==> config.mk <==
export PLATFORM = sky130hd
export DESIGN_NAME = servo_slew_limiter
export DESIGN_NICKNAME = d
export VERILOG_FILES = /design/src/rtl/servo_slew_limiter.sv
export SDC_FILE = /design/constraint.sdc
export NUM_CORES = 1
export LEC_CHECK = 0
export ABC_AREA = 1
export BUFFER_PORTS_ARGS = -buffer_cell sky130_fd_sc_hd__buf_2
export CELL_PAD_IN_SITES_DETAIL_PLACEMENT = 1
export CELL_PAD_IN_SITES_GLOBAL_PLACEMENT = 2
export CORE_UTILIZATION = 37
export CTS_BUF_LIST = sky130_fd_sc_hd__clkbuf_4 sky130_fd_sc_hd__clkbuf_8
export CTS_CLUSTER_SIZE = 24
export DETAILED_ROUTE_END_ITERATION = 6
export PLACE_DENSITY = 0.95
export SLEW_MARGIN = 10
export SYNTH_ARGS = -nofsm -noshare
export SYNTH_HDL_FRONTEND = slang
export SYNTH_SLANG_ARGS = --single-unit
export TNS_END_PERCENT = 5
==> constraint.sdc <==
create_clock -name clk -period 13.05 [get_ports clk]
set_input_delay 3.2625 -clock clk [delete_from_list [all_inputs] [get_ports clk]]
set_output_delay 3.2625 -clock clk [all_outputs]
set_load 0.05 [all_outputs]
==> src/rtl/servo_slew_limiter.sv <==
// servo_slew_limiter: clamps a pulse-width target and slews angle_out toward it
// by at most one step per frame. Optional ramped step: SERVO_SLEW_ACCEL_EN.
// Ports: clk, reset (async, active-low), en, target[WIDTH] -> angle_out, settled, frame_tick
module servo_slew_limiter #(
  parameter int WIDTH        = 24,
  parameter int FRAME_CYCLES = 2000000,
  parameter int STEP         = 2000,
  parameter int MIN_PULSE    = 100000,
  parameter int MAX_PULSE    = 200000,
  parameter int HOME_PULSE   = 150000
) (
  input  logic             clk,
  input  logic             reset,
  input  logic             en,
  input  logic [WIDTH-1:0] target,
  output logic [WIDTH-1:0] angle_out,
  output logic             settled,
  output logic             frame_tick
);

  typedef enum logic {HOLD, MOVE} state_t;

  localparam int CW =
    (FRAME_CYCLES > 1) ? $clog2(FRAME_CYCLES) : 1;
  localparam logic [CW-1:0] LAST =
    CW'(FRAME_CYCLES - 1);
  localparam logic [WIDTH-1:0] MIN_W  = WIDTH'(MIN_PULSE);
  localparam logic [WIDTH-1:0] MAX_W  = WIDTH'(MAX_PULSE);
  localparam logic [WIDTH-1:0] HOME_W = WIDTH'(HOME_PULSE);
  localparam logic [WIDTH-1:0] STEP_W = WIDTH'(STEP);

  state_t state, state_nxt;

  logic [CW-1:0]       cnt;
  logic                bnd;
  logic [WIDTH-1:0]    tclamp;
  logic [WIDTH-1:0]    tlat;
  logic [WIDTH-1:0]    a_nxt;
  logic [WIDTH-1:0]    t_nxt;
  logic [WIDTH-1:0]    step_use;
  logic signed [WIDTH:0] d;
  logic [WIDTH:0]      mag;

  assign tclamp = (target < MIN_W) ? MIN_W :
                  (target > MAX_W) ? MAX_W : target;

  assign bnd = en && (cnt == LAST);

  // One extra bit so the difference never wraps.
  assign d = $signed({1'b0, tclamp})
           - $signed({1'b0, angle_out});
  assign mag = d[WIDTH] ? $unsigned(-d) : $unsigned(d);

`ifdef SERVO_SLEW_ACCEL_EN
  localparam int QI = (STEP / 4 < 1) ? 1 : STEP / 4;
  localparam logic [WIDTH-1:0] Q_W = WIDTH'(QI);

  logic [WIDTH-1:0] stp, stp_nxt;
  logic             dir_q, dir_nxt;

  // A reversal while moving restarts the ramp.
  assign step_use =
    (state == MOVE && d[WIDTH] != dir_q) ? Q_W : stp;
`else
  assign step_use = STEP_W;
`endif

  always_comb begin
    state_nxt = state;
    a_nxt     = angle_out;
    t_nxt     = tlat;
`ifdef SERVO_SLEW_ACCEL_EN
    stp_nxt   = stp;
    dir_nxt   = dir_q;
`endif
    unique case (1'b1)
      !en: begin
        state_nxt = HOLD;
`ifdef SERVO_SLEW_ACCEL_EN
        stp_nxt   = Q_W;
`endif
      end
      bnd: begin
        t_nxt = tclamp;
        if (mag <= {1'b0, step_use}) begin
          a_nxt     = tclamp;
          state_nxt = HOLD;
`ifdef SERVO_SLEW_ACCEL_EN
          stp_nxt   = Q_W;
`endif
        end else begin
          state_nxt = MOVE;
          a_nxt = d[WIDTH] ? angle_out - step_use
                           : angle_out + step_use;
`ifdef SERVO_SLEW_ACCEL_EN
          dir_nxt = d[WIDTH];
          stp_nxt = (step_use >= STEP_W - Q_W)
                  ? STEP_W : step_use + Q_W;
`endif
        end
      end
      default: ;
    endcase
  end

  always_ff @(posedge clk or negedge reset) begin
    if (!reset) begin
      state      <= HOLD;
      cnt        <= '0;
      angle_out  <= HOME_W;
      tlat       <= HOME_W;
      settled    <= 1'b1;
      frame_tick <= 1'b0;
    end else begin
      state      <= state_nxt;
      cnt        <= (!en || cnt == LAST)
                  ? '0 : cnt + CW'(1);
      angle_out  <= a_nxt;
      tlat       <= t_nxt;
      settled    <= (a_nxt == t_nxt);
      frame_tick <= bnd;
    end
  end

`ifdef SERVO_SLEW_ACCEL_EN
  always_ff @(posedge clk or negedge reset) begin
    if (!reset) begin
      stp   <= Q_W;
      dir_q <= 1'b0;
    end else begin
      stp   <= stp_nxt;
      dir_q <= dir_nxt;
    end
  end
`endif

endmodule

**After elaboration in Yosys (flattened, before gate mapping)**

Index checks and enable logic that the tools add are counted.

- Latch bits: 0
- Logic and storage cells: 26
- Memories kept: 0
- Memory bits (read-only): 0
- Bits of input ports: 27
- RAM bits: 0
- Register bits: 71

- Multipliers: 0
- Add/subtract/negate cells: 5
- Multiplexer cells: 8
- Shifts and indexed selects: 0
- Reductions and logical operators: 3
- Div/mod/pow operators: 0
- Bitwise gates (word level): 0
- Eq/ne operators: 2
- Order comparisons: 3

Operator list:

| kind | number |
|---|---|
| $mux 24 | 6 |
| $le 25x11->1 const B | 1 |
| $mux 25 | 1 |
| $neg 25->25 | 1 |
| $sub 24x24->25 | 1 |
| $add 24x11->24 const B | 1 |
| $eq 24x24->1 | 1 |
| $gt 24x18->1 const B | 1 |
| $lt 24x17->1 const B | 1 |
| $sub 24x11->24 const B | 1 |
| $add 21x1->21 const B | 1 |
| $eq 21x21->1 const B | 1 |
| $mux 21 | 1 |
| $logic_and 1x1->1 | 1 |
| $logic_not 1->1 | 1 |
| $logic_or 1x1->1 | 1 |

**Logic depth before layout (Yosys ltp)**

Gate-level depths: netlist (run 1).

- Word-level depth: 10
- Depth in mapped cells: 48
- Mapped depth without buffers: 45

**Worst setup path before layout (run 1)**

Ideal clock, no wire load.

- Path kind: input-to-reg
- From: input target[21]
- To: register settled
- Buffers on the path: 5
- Slack: 4.666 ns
- Data arrival time: 8.319 ns
- Setup time: 0.064 ns
- Required time: 12.986 ns
- Stages: 44
- Path through: nor2_1 -> nand2_1 -> nor3_1 -> nand2_1 -> nand2_2 -> buf_8 -> buf_2 -> inv_1 -> nor3_1 -> inv_1 -> ha_1 -> nand2_1 -> nor2_1 -> inv_1 -> nor2_1 -> nand3_1 -> nor2b_1 -> buf_6 -> (+8 left out) -> o21bai_1 -> a21oi_1 -> o21ai_0 -> a21oi_1 -> o21bai_1 -> a21oi_1 -> o21bai_1 -> nand2_1 -> nand2_1 -> a21oi_1 -> xor2_1 -> nand3b_1 -> o211ai_1 -> nand2_1 -> nand3_1 -> nor2_1 -> nand3_1 -> nor2_2

- Cells in the longest elaborated chain, start to end: 10
- Elaborated cells on any way between the ends: 13
- Those cells by class: add/sub (2); order compare (3); eq/ne (1); mux (7)

Ends and longest elaborated chain:

| element | RTL line | text |
|---|---|---|
| start: declaration | 15 | `input logic [WIDTH-1:0] target,` |
| $gt 24x18->1 | 45 | `(target > MAX_W) ? MAX_W : target;` |
| $mux 24 | 45 |  |
| $mux 24 * | 44 | `assign tclamp = (target < MIN_W) ? MIN_W :` |
| $sub 24x24->25 | 51 | `- $signed({1'b0, angle_out});` |
| $neg 25->25 | 52 | `assign mag = d[WIDTH] ? $unsigned(-d) : $unsigned(d);` |
| $mux 25 | 52 |  |
| $le 25x11->1 | 85 | `if (mag <= {1'b0, step_use}) begin` |
| $mux 24 | 85 |  |
| $mux 24 | 76 | `unique case (1'b1)` |
| $eq 24x24->1 * | 120 | `settled <= (a_nxt == t_nxt);` |
| end signal: assignment | 120 |  |
| end: declaration | 17 | `output logic settled,` |

Mark *: on every way between the ends. The rest lies on a longest branch, timed or not.

**Final worst setup path (run 1)**

- From: input target[13]
- To: register settled

- Cells in the longest elaborated chain, start to end: 10
- Elaborated cells on any way between the ends: 13
- Those cells by class: add/sub (2); order compare (3); eq/ne (1); mux (7)

Ends and longest elaborated chain:

| element | RTL line | text |
|---|---|---|
| $gt 24x18->1 | 45 |  |
| $mux 24 | 45 |  |
| $mux 24 * | 44 |  |
| $sub 24x24->25 | 51 |  |
| $neg 25->25 | 52 |  |
| $mux 25 | 52 |  |
| $le 25x11->1 | 85 |  |
| $mux 24 * | 85 |  |
| $mux 24 * | 76 |  |
| net a_nxt[23] | 38 | `logic [WIDTH-1:0] a_nxt;` |
| $eq 24x24->1 * | 120 |  |

The timed path passes the listed nets; every way through them passes the cells marked *.

==> results of run 1 <==
[through the flow]
step | hold slack (ns) | cell area [um^2] | util [%]
after CTS | 0.483 | 8740 | 41.3
after global placement | 0.453 | 8550 | 40.4
after floorplan | 0.433 | 8060 | -
after detailed placement | 0.473 | 8550 | 40.4
after global routing | 0.507 | 8740 | 41.3
final | 0.472 | 8740 | 41.3
[cells in the mapped netlist, types with 2 or more instances]
cell and instances:
o21bai_1 10, buf_2 4, nor2_2 7, or2_2 8
nand2_1 384, xnor2_1 2, o21a_1 4, o21ai_1 4
nand2_2 22, dfstp_2 17, xor2_1 15, nand3_4 3
inv_1 212, nor3b_1 6, and2_1 2, buf_6 6
inv_2 12, o21ai_0 32, buf_4 2, a21oi_1 67
nand4_4 3, nor4_1 5, nand3_2 11, nor2_4 5
ha_1 39, clkbuf_1 9, nor3_1 32, nand4_2 2
nand2_4 6, o21ai_2 2, o211ai_1 2, clkinv_1 2
dfrtp_1 54, nand3b_1 10, nor2_1 139, nand3_1 131
nand4_1 35, nor2_8 2
[cells by family after synthesis]
| kind of cell | after synthesis | synth area share, % |
|---|---|---|
| flops | 71 | 22.4 |
| compound gates | 129 | 9.23 |
| other cells | 1 | 0.0466 |
| xor+xnor | 17 | 1.85 |
| fa+ha+maj | 40 | 6.32 |
| simple gates | 816 | 47.8 |
| buf+inv | 248 | 12.4 |
[layer usage]
layer	GRT usage, %	vias up	share of wire (%)
met5	0	-	0
met4	6.07	0	1.3
met1	32.1	4090	48
met3	2.35	23	1.9
li1	-	4309	-
met2	42.8	63	49
[how the worst min path moves through the flow]
stage | endpoint | startpoint | depth (start not counted)
after floorplan | cnt[0] | cnt[0] | 1
after global placement | cnt[0] | cnt[0] | 1
after detailed placement | cnt[0] | cnt[0] | 1
after CTS | cnt[0] | cnt[0] | 1
after global routing | cnt[0] | cnt[0] | 1
final | cnt[0] | cnt[0] | 1
[final cells by class]
class,instances,area (um^2),share of cell area (%)
Multi-Input combinational cell,1008,5270,60.4
Inverter,226,848,9.71
Clock inverter,4,30.0,0.344
Timing Repair Buffer,55,285,3.26
Clock buffer,12,159,1.82
Sequential cell,71,1800,20.6
Tap cell,275,344,3.94
[registers in the layout, summed over array words and instances, names as in the netlist]
register	cells
settled	1
cnt	21
frame_tick	1
angle_out	24
tlat	24
[worst register-to-register path, delay by kind of cell (launching register included)]
kind | cells | cell delay (ns)
DFF | 1 | 0.63
xor gates and xnor gates | 1 | 0.17
and+or+nand+nor | 14 | 1.24
buffers and inverters | 5 | 0.91
AOI/OAI and AO/OA | 12 | 1.96
adders and majority gates | 2 | 0.74
[power by group]
group	switching, mW	leakage [nW]	internal, mW
clock network	0.0919	0.0964	0.0823
logic	0.110	3.87	0.0514
registers	0.00401	0.875	0.225
==> impl_metrics.yaml, run 1 <==
critical_path:
  required_ns: 13.35
  path_depth: 43
  worstSetupPathType: "in -> reg"
  crit_path_end: "settled"
  cp.arrival_ns: 9.85
  critical-path-max-stage-delay_ns: 0.52
  setup.worst_path.start: "target[13]"
  path_buf_inv: 6
  reg2reg_slack_ns: 7.34
  end_kind: "flip-flop"
  r2r_start: "angle_out[5]"
  crit_top_cell: "nand2_1"
  cp-start-kind: "primary input"
  crit_fanout: 55
  cpLargestDelayFamily: "simple AND/OR/NAND/NOR gates"
  cp_slowest_cell: "buf_4"
  reg2reg_depth: 34
  r2r_end: "settled"
cells_and_area:
  area_growth_syn_to_layout_pct: 8.65
  fill_cells: 2936
  num_antenna_cells: 0
  layout_common_cells: "384 x nand2_1, 212 x inv_1, 138 x nor2_1"
  mostFrequentLayoutCell: "nand2_1"
  nets: 1438
  drive_above_1_share_pct: 13.0
  instances_no_fill: 1651
drt:
  first_pass_iters: 4
  postRouteAntennaNets: 0
  vias: 8485
  wl_per_cell_um: 15.8
  via_per_inst: 5.14
  routed_wl_um: 26100
  route.detailed.drc: 0
  drt_iter0_markers: 337
floorplanning:
  start_util_pct: 38.0
  core_um2: 21200
  die-height_um: 149
  die_area_um2: 22300
  io_pins: 53
  die_x_um: 149
  row_count: 53
clock_network:
  numCtsBuffers: 9
  cts_tree: "yes"
  path_clk_slew_ns: 0.09
  clk_path_buf_depth: 2
  ctsHoldBuffers: 0
  clock_sinks: 71
  post_cts_buffers: 0
  htreeDepth: 3
  cts-resized-gates: 0
  cts-root-buf: "clkbuf_8"
  clk_latency_ns: 0.37
timing:
  slew_headroom_pct: 35.4
  period_share_pct: 73.2
  slew_viol_final: 0
  layout_min_cycle_time_ns: 9.55
  worst_slack_ns: 3.50
  worstMarginPinSlew_ns: 0.970
  fin_worst_skew_ns: 0.0205
  rsz0062_at_grt: "no"
  setup_tns_ns: 0
  fmax_mhz: 105
  final_hold_viol_count: 0
  setup_viol: 0
power_and_ir_drop:
  total_power_mw: 0.565
  p_leak_nw: 4.84
  power.density_nw_per_um2: 64.6
  peakVddDrop_v: 0.0000639
global_routing:
  grt-ovfl-total: 0
  grt_pass1_vias: 8643
  track_usage_pct: 24.5
  grt_max_degree: 72
  grt_pass1_wl_um: 43200
  antenna_found_initial: 0
run_status:
  status: "completed"
placed_design:
  place_hpwl_um: 21300
  place_congestion: 0.899
  dp_cells: 1635
  dpl_worst_slack_ns: 3.10
  port_buffers: 52
synthesis:
  syn_area_um2: 8040
  synth-main-ff-cell: "dfrtp_1"
  yosys.area.top_type: "nand2_1"
  syn_inst: 1322
  synth_edf_count: 0
  yosys.area.top_type_share_pct: 17.9
  ys_types: 52
  synth_area_leaders: "nand2_1 18%, dfrtp_1 17%, inv_1 9.9%"
  async_reset_ff_share_pct: 100
  synth_seq_area_share_pct: 22.4
  synth-seq-cells: 71
  yosys_warnings: 0
  avgSynthCellArea_um2: 6.08
flow_run:
  maxCapViolCount: 0
worst_hold_path:
  holdCritPathClass: "reg -> reg"
(Power assumes the default switching activity.)
==> run 2: changes to the inputs <==
--- a/config.mk
+++ b/config.mk
@@ -5,15 +5,15 @@
 export SDC_FILE = /design/constraint.sdc
 export NUM_CORES = 1
 export LEC_CHECK = 0
-export ABC_AREA = 1
+export ABC_AREA = 0
 export BUFFER_PORTS_ARGS = -buffer_cell sky130_fd_sc_hd__buf_2
 export CELL_PAD_IN_SITES_DETAIL_PLACEMENT = 1
 export CELL_PAD_IN_SITES_GLOBAL_PLACEMENT = 2
-export CORE_UTILIZATION = 37
+export CORE_UTILIZATION = 34
 export CTS_BUF_LIST = sky130_fd_sc_hd__clkbuf_4 sky130_fd_sc_hd__clkbuf_8
 export CTS_CLUSTER_SIZE = 24
 export DETAILED_ROUTE_END_ITERATION = 6
-export PLACE_DENSITY = 0.95
+export PLACE_DENSITY = 0.86
 export SLEW_MARGIN = 10
 export SYNTH_ARGS = -nofsm -noshare
 export SYNTH_HDL_FRONTEND = slang
==> constraint.sdc (replaced) <==
create_clock -name clk -period 7.9 [get_ports clk]
set_input_delay 1.975 -clock clk [delete_from_list [all_inputs] [get_ports clk]]
set_output_delay 1.975 -clock clk [all_outputs]
set_load 0.05 [all_outputs]
==> run 2 against run 1 <==
Non-clock buffer count increased by 159; total power grew 64%; largest cell class unchanged; combinational power rose by 14%; critical endpoint unchanged; the run now ends with setup timing left; sequential cell count did not move.
==> impl_metrics.yaml, run 2 <==
run_status:
  status: "finished with violations"
  violations: "setup timing"
cells_and_area:
  seq_area_um2: 1800
  reg_top3: "angle_out x24, tlat x24, cnt x21"
  nets: 1200
  layout_common_cells: "158 x buf_4, 103 x nand2_1, 81 x nor2_1"
  drive_above_1_share_pct: 28.4
  num_antenna_cells: 0
  instances_no_fill: 1413
  multiInputGateArea_um2: 5650
  fill_cells: 2582
  area_growth_syn_to_layout_pct: 30.7
  mostFrequentLayoutCell: "buf_4"
clock_network:
  path_clk_slew_ns: 0.08
  numCtsBuffers: 9
  clk_path_buf_depth: 2
  clock_sinks: 71
  clk_latency_ns: 0.37
  cts-root-buf: "clkbuf_8"
  ctsHoldBuffers: 0
  cts_tree: "yes"
  htreeDepth: 3
synthesis:
  synth-main-ff-cell: "dfrtp_1"
  synthSimpleGateAreaFrac_pct: 24.9
  yosys.area.top_type: "dfrtp_1"
  synth_area_leaders: "dfrtp_1 18%, xnor2_1 7.6%, ha_1 6.5%"
  synth_seq_area_share_pct: 24.1
  yosys.area.top_type_share_pct: 18.1
  synthMuxAreaShare_pct: 3.05
  synth-seq-cells: 71
  syn_area_um2: 7460
  synth_compound_area_share_pct: 25.0
  synth.most_common_cell: "nand2_1"
  synth_edf_count: 0
  avgSynthCellArea_um2: 7.92
  synthAdderAreaFrac_pct: 7.08
  async_reset_ff_share_pct: 100
  synthTopCellsByCount: "107 x nand2_1, 81 x nor2_1, 65 x xnor2_1, 54 x dfrtp_1, 48 x inv_1"
  synth_xor_area_share_pct: 11.2
  ys_types: 88
  synth_top_family_by_area: "compound AO/OA/AOI/OAI gates"
  syn_inst: 942
  yosys_warnings: 0
placed_design:
  place_hpwl_um: 21800
  place_congestion: 0.927
  port_buffers: 52
  dp_cells: 1380
critical_path:
  cp.arrival_ns: 8.45
  crit_top_cell: "buf_4"
  critical-path-max-stage-delay_ns: 0.36
  end_kind: "flip-flop"
  crit_fanout: 4
  cp_slowest_cell: "a221o_1"
  required_ns: 8.21
  cp-start-kind: "primary input"
  worstSetupPathType: "in -> reg"
drt:
  wl_met1_um: 12700
  dr_wl_met3_um: 1300
  route.detailed.drc: 0
  drt_iter0_markers: 403
  via_per_inst: 5.68
  postRouteAntennaNets: 0
  vias: 8032
  route.met2.wl_um: 13900
  routed_wl_um: 28400
  first_pass_iters: 4
  maxUsedRoutingLayer: "met4"
  wl_per_cell_um: 20.1
timing:
  layout_min_cycle_time_ns: 8.14
  rsz0062_at_grt: "yes"
  hold_slack_ns: 0.470
  setup_viol: 1
  worst_slack_ns: -0.236
  final_hold_viol_count: 0
  worstMarginPinSlew_ns: 0.964
  fmax_mhz: 123
  slew_headroom_pct: 35.8
  fin_worst_skew_ns: 0.0151
  slew_viol_final: 0
  period_share_pct: 103
  setup_tns_ns: -0.236
power_and_ir_drop:
  total_power_mw: 0.926
  p_leak_nw: 4.39
  power.density_nw_per_um2: 95.0
  peakVddDrop_v: 0.0000650
global_routing:
  antenna_found_initial: 0
  track_usage_pct: 25.2
  grt-ovfl-total: 0
  grt_max_degree: 72
  grt_pass1_wl_um: 44100
  grt_pass1_vias: 8288
worst_hold_path:
  holdCritPathClass: "reg -> reg"
floorplanning:
  die_x_um: 150
  row_count: 53
  die-height_um: 150
  core_um2: 21300
  start_util_pct: 35.0
  io_pins: 53
  die_area_um2: 22500
flow_run:
  maxCapViolCount: 0
[run 2: kinds of logic after synthesis]
kind of cell    Yosys count
xor+xnor                 95
fa+ha+maj                42
simple gates            371
flops                    71
mux                      22
buf+inv                  87
compound gates          253
other cells               1
[run 2: final timing paths]
check                                     end  cells past startpoint  slack, ns         start
min in group asynchronous       angle_out[19]                      1       1.76         reset
worst min register to register       tlat[17]                      2       0.47      tlat[17]
max in group asynchronous        angle_out[2]                      1       5.52         reset
worst max-delay path                  settled                     37      -0.24     target[7]
worst min-delay path                 tlat[17]                      2       0.47      tlat[17]
worst max register to register        settled                     31       1.82  angle_out[1]
[run 2: layout make-up]
class                           count  share of cell area (%)
Inverter                           48                    1.87
Tap cell                          275                    3.53
Multi-Input combinational cell    789                    58.0
Sequential cell                    71                    18.4
Clock inverter                      5                    1.09
Timing Repair Buffer              214                    15.6
Clock buffer                       11                    1.49
[run 2: where the power goes]
part           leakage [nW]  switching (mW)  internal, mW
registers             0.886         0.00123         0.365
clock network         0.123           0.154         0.223
logic                  3.38           0.103        0.0812
total                  4.39           0.258         0.669
[run 2: through the flow]
step,instance area (um^2),utilization (%),setup WS [ns]
floorplan,7600,-,-0.113
global placement,9100,42.8,-0.588
detailed placement,9100,42.8,-0.720
CTS,9440,44.3,0.00598
global route,9750,45.8,-0.421
finish,9750,45.8,-0.236
[run 2: critical path, delay by kind of cell]
kind,cells,cell delay [ns]
adder cells (fa/ha/maj),2,0.48
AND/OR/NAND/NOR,6,0.80
AO/OA/AOI/OAI,19,3.56
buffers and inverters,8,1.10
XOR/XNOR,2,0.51
[run 2: layer usage]
| layer | vias to the layer above | track usage, % |
|---|---|---|
| li1 | 3828 | - |
| met1 | 3983 | 32.7 |
| met2 | 188 | 43.9 |
| met3 | 33 | 3.58 |
| met4 | 0 | 5.96 |
| met5 | - | 0 |
[run 2: what timing repair did]
action | 4_1_cts | 5_1_grt
endpoints found under the setup margin | 3 | 13
buffers inserted | 2 | 14
cloned | 0 | 1
gates resized for setup | 15 | 30
pin swaps | 9 | 45
==> run 3: changes to the inputs <==
--- a/config.mk
+++ b/config.mk
@@ -10,10 +10,9 @@
 export CELL_PAD_IN_SITES_DETAIL_PLACEMENT = 1
 export CELL_PAD_IN_SITES_GLOBAL_PLACEMENT = 2
 export CORE_UTILIZATION = 34
-export CTS_BUF_LIST = sky130_fd_sc_hd__clkbuf_4 sky130_fd_sc_hd__clkbuf_8
 export CTS_CLUSTER_SIZE = 24
 export DETAILED_ROUTE_END_ITERATION = 6
-export PLACE_DENSITY = 0.86
+export PLACE_DENSITY_LB_ADDON = 0.2
 export SLEW_MARGIN = 10
 export SYNTH_ARGS = -nofsm -noshare
 export SYNTH_HDL_FRONTEND = slang
==> run 3 against run 2 <==
The flow now finishes without violations; register-to-register slack improved by 0.43 ns; critical endpoint unchanged; combinational power fell by 5%; largest cell class unchanged; global-route usage grew 0.60 points; largest power group unchanged.
==> impl_metrics.yaml, run 3 (same netlist as run 2, synthesis figures left out) <==
run_status:
  status: "completed"
critical_path:
  worstSetupPathType: "in -> reg"
  reg2reg_depth: 27
  critical-path-max-stage-delay_ns: 0.39
  reg2reg_slack_ns: 2.25
  cp.arrival_ns: 7.99
  r2r_start: "angle_out[1]"
  required_ns: 8.19
  crit_top_cell: "a21oi_2"
  cp_slowest_cell: "fa_2"
  cp-start-kind: "primary input"
  end_kind: "flip-flop"
  crit_fanout: 4
  r2r_end: "settled"
drt:
  routed_wl_um: 28400
  route.met2.wl_um: 13600
  first_pass_iters: 5
  dr_wl_met3_um: 718
  postRouteAntennaNets: 0
  via_per_inst: 5.63
  wl_met1_um: 13200
  drt_iter0_markers: 355
  vias: 7902
  maxUsedRoutingLayer: "met4"
  route.detailed.drc: 0
  wl_per_cell_um: 20.2
global_routing:
  grt_max_degree: 72
  grt-ovfl-total: 0
  track_usage_pct: 25.8
  grt_pass1_wl_um: 44700
  grt_pass1_vias: 8188
  antenna_found_initial: 1
floorplanning:
  die_x_um: 150
  core_um2: 21300
  die-height_um: 150
  die_area_um2: 22500
  start_util_pct: 35.0
  io_pins: 53
  row_count: 53
cells_and_area:
  drive_above_1_share_pct: 27.0
  mostFrequentLayoutCell: "buf_4"
  area_growth_syn_to_layout_pct: 29.4
  layout_common_cells: "152 x buf_4, 105 x nand2_1, 79 x nor2_1"
  nets: 1190
  fill_cells: 2602
  multiInputGateArea_um2: 5570
  reg_top3: "angle_out x24, tlat x24, cnt x21"
  seq_area_um2: 1800
  fin_util_pct: 45.3
flow_run:
  maxCapViolCount: 0
placed_design:
  place_congestion: 0.936
  place_hpwl_um: 22500
  port_buffers: 52
clock_network:
  clk_path_buf_depth: 2
  numCtsBuffers: 9
  cts-root-buf: "clkbuf_16"
  path_clk_slew_ns: 0.06
  clk_latency_ns: 0.34
  cts_tree: "yes"
  clock_sinks: 71
  htreeDepth: 3
  ctsHoldBuffers: 0
timing:
  fin_worst_skew_ns: 0.00659
  rsz0062_at_grt: "yes"
  setup_tns_ns: 0
  period_share_pct: 97.6
  slew_viol_final: 0
  fmax_mhz: 130
  layout_min_cycle_time_ns: 7.71
  worstMarginPinSlew_ns: 0.938
  setup_viol: 0
  slew_headroom_pct: 37.5
  final_hold_viol_count: 0
worst_hold_path:
  min_delay_path_depth: 2
  holdCritPathClass: "reg -> reg"
  min_to: "tlat[8]"
  min-delay-start: "tlat[8]"
power_and_ir_drop:
  clockPowerShare_pct: 45.1
  p_sw_mw: 0.265
  power.density_nw_per_um2: 102
  power.internal_mw: 0.719
  power_frac_comb_pct: 17.7
  peakVddDrop_v: 0.0000943
  p_seq_share_pct: 37.3
  total_power_mw: 0.984
  swShare_pct: 26.9
  p_leak_nw: 4.35
## run 3: changes by cell type in the layout (fill, tap and decap cells not counted), sizes merged
cell    change
buf         -9
diode       +1
inv         +1
clkbuf      -1
bufinv      -1
## run 3: repair_timing
item / in CTS / in global routing
setup buffers: 0 / 14
gates resized for setup: 1 / 31
endpoints found under the setup margin: 1 / 10
pin swaps: 0 / 29
## run 3: critical path, delay by kind of cell
kind / cells / cell delay, ns
adders and majority gates: 3 / 0.68
and+or+nand+nor: 8 / 1.21
buffers and inverters: 4 / 0.42
AOI/OAI and AO/OA: 18 / 3.46
xor gates and xnor gates: 1 / 0.26
## run 3: area by class of cell
class,instances,share of cell area (%)
Inverter,48,1.87
Sequential cell,71,18.6
Multi-Input combinational cell,789,57.7
Antenna cell,1,0.0259
Clock buffer,11,2.41
Tap cell,275,3.57
Clock inverter,5,0.843
Timing Repair Buffer,204,14.9
## run 3: stage by stage
| step | cell area (um^2) | hold slack, ns | std cells | setup WS [ns] |
|---|---|---|---|---|
| floorplan | 7600 | 0.446 | 947 | -0.113 |
| global placement | 9070 | 0.454 | 1374 | -0.127 |
| detailed placement | 9070 | 0.456 | 1374 | -0.386 |
| CTS | 9390 | 0.467 | 1390 | 0.00796 |
| global route | 9650 | 0.476 | 1403 | -0.0628 |
| finish | 9650 | 0.464 | 1404 | 0.192 |
## run 3: how the worst max path moves through the flow
stage / startpoint / cells past startpoint / endpoint / slack (ns)
2_1_floorplan: target[20] / 36 / settled / -0.11
4_1_cts: target[14] / 34 / settled / 0.008
3_3_place_gp: target[20] / 34 / settled / -0.13
3_5_place_dp: target[14] / 34 / settled / -0.39
5_1_grt: target[22] / 34 / settled / -0.06
6_report: target[22] / 34 / settled / 0.19
## run 3: power by group through the flow
stage                     Clock [mW]  Combinational, mW  Sequential, mW
after floorplan                    0             0.0882           0.373
after global placement             0              0.162           0.373
after detailed placement           0              0.164           0.373
after CTS                      0.451              0.166           0.367
after global routing           0.463              0.190           0.367
final                          0.443              0.174           0.367
## run 3: metal layers
| metal | track usage, % | up-vias |
|---|---|---|
| met5 | 0 | - |
| met3 | 2.88 | 57 |
| met4 | 9.14 | 0 |
| met2 | 43.6 | 154 |
| li1 | - | 3820 |
| met1 | 33.9 | 3871 |
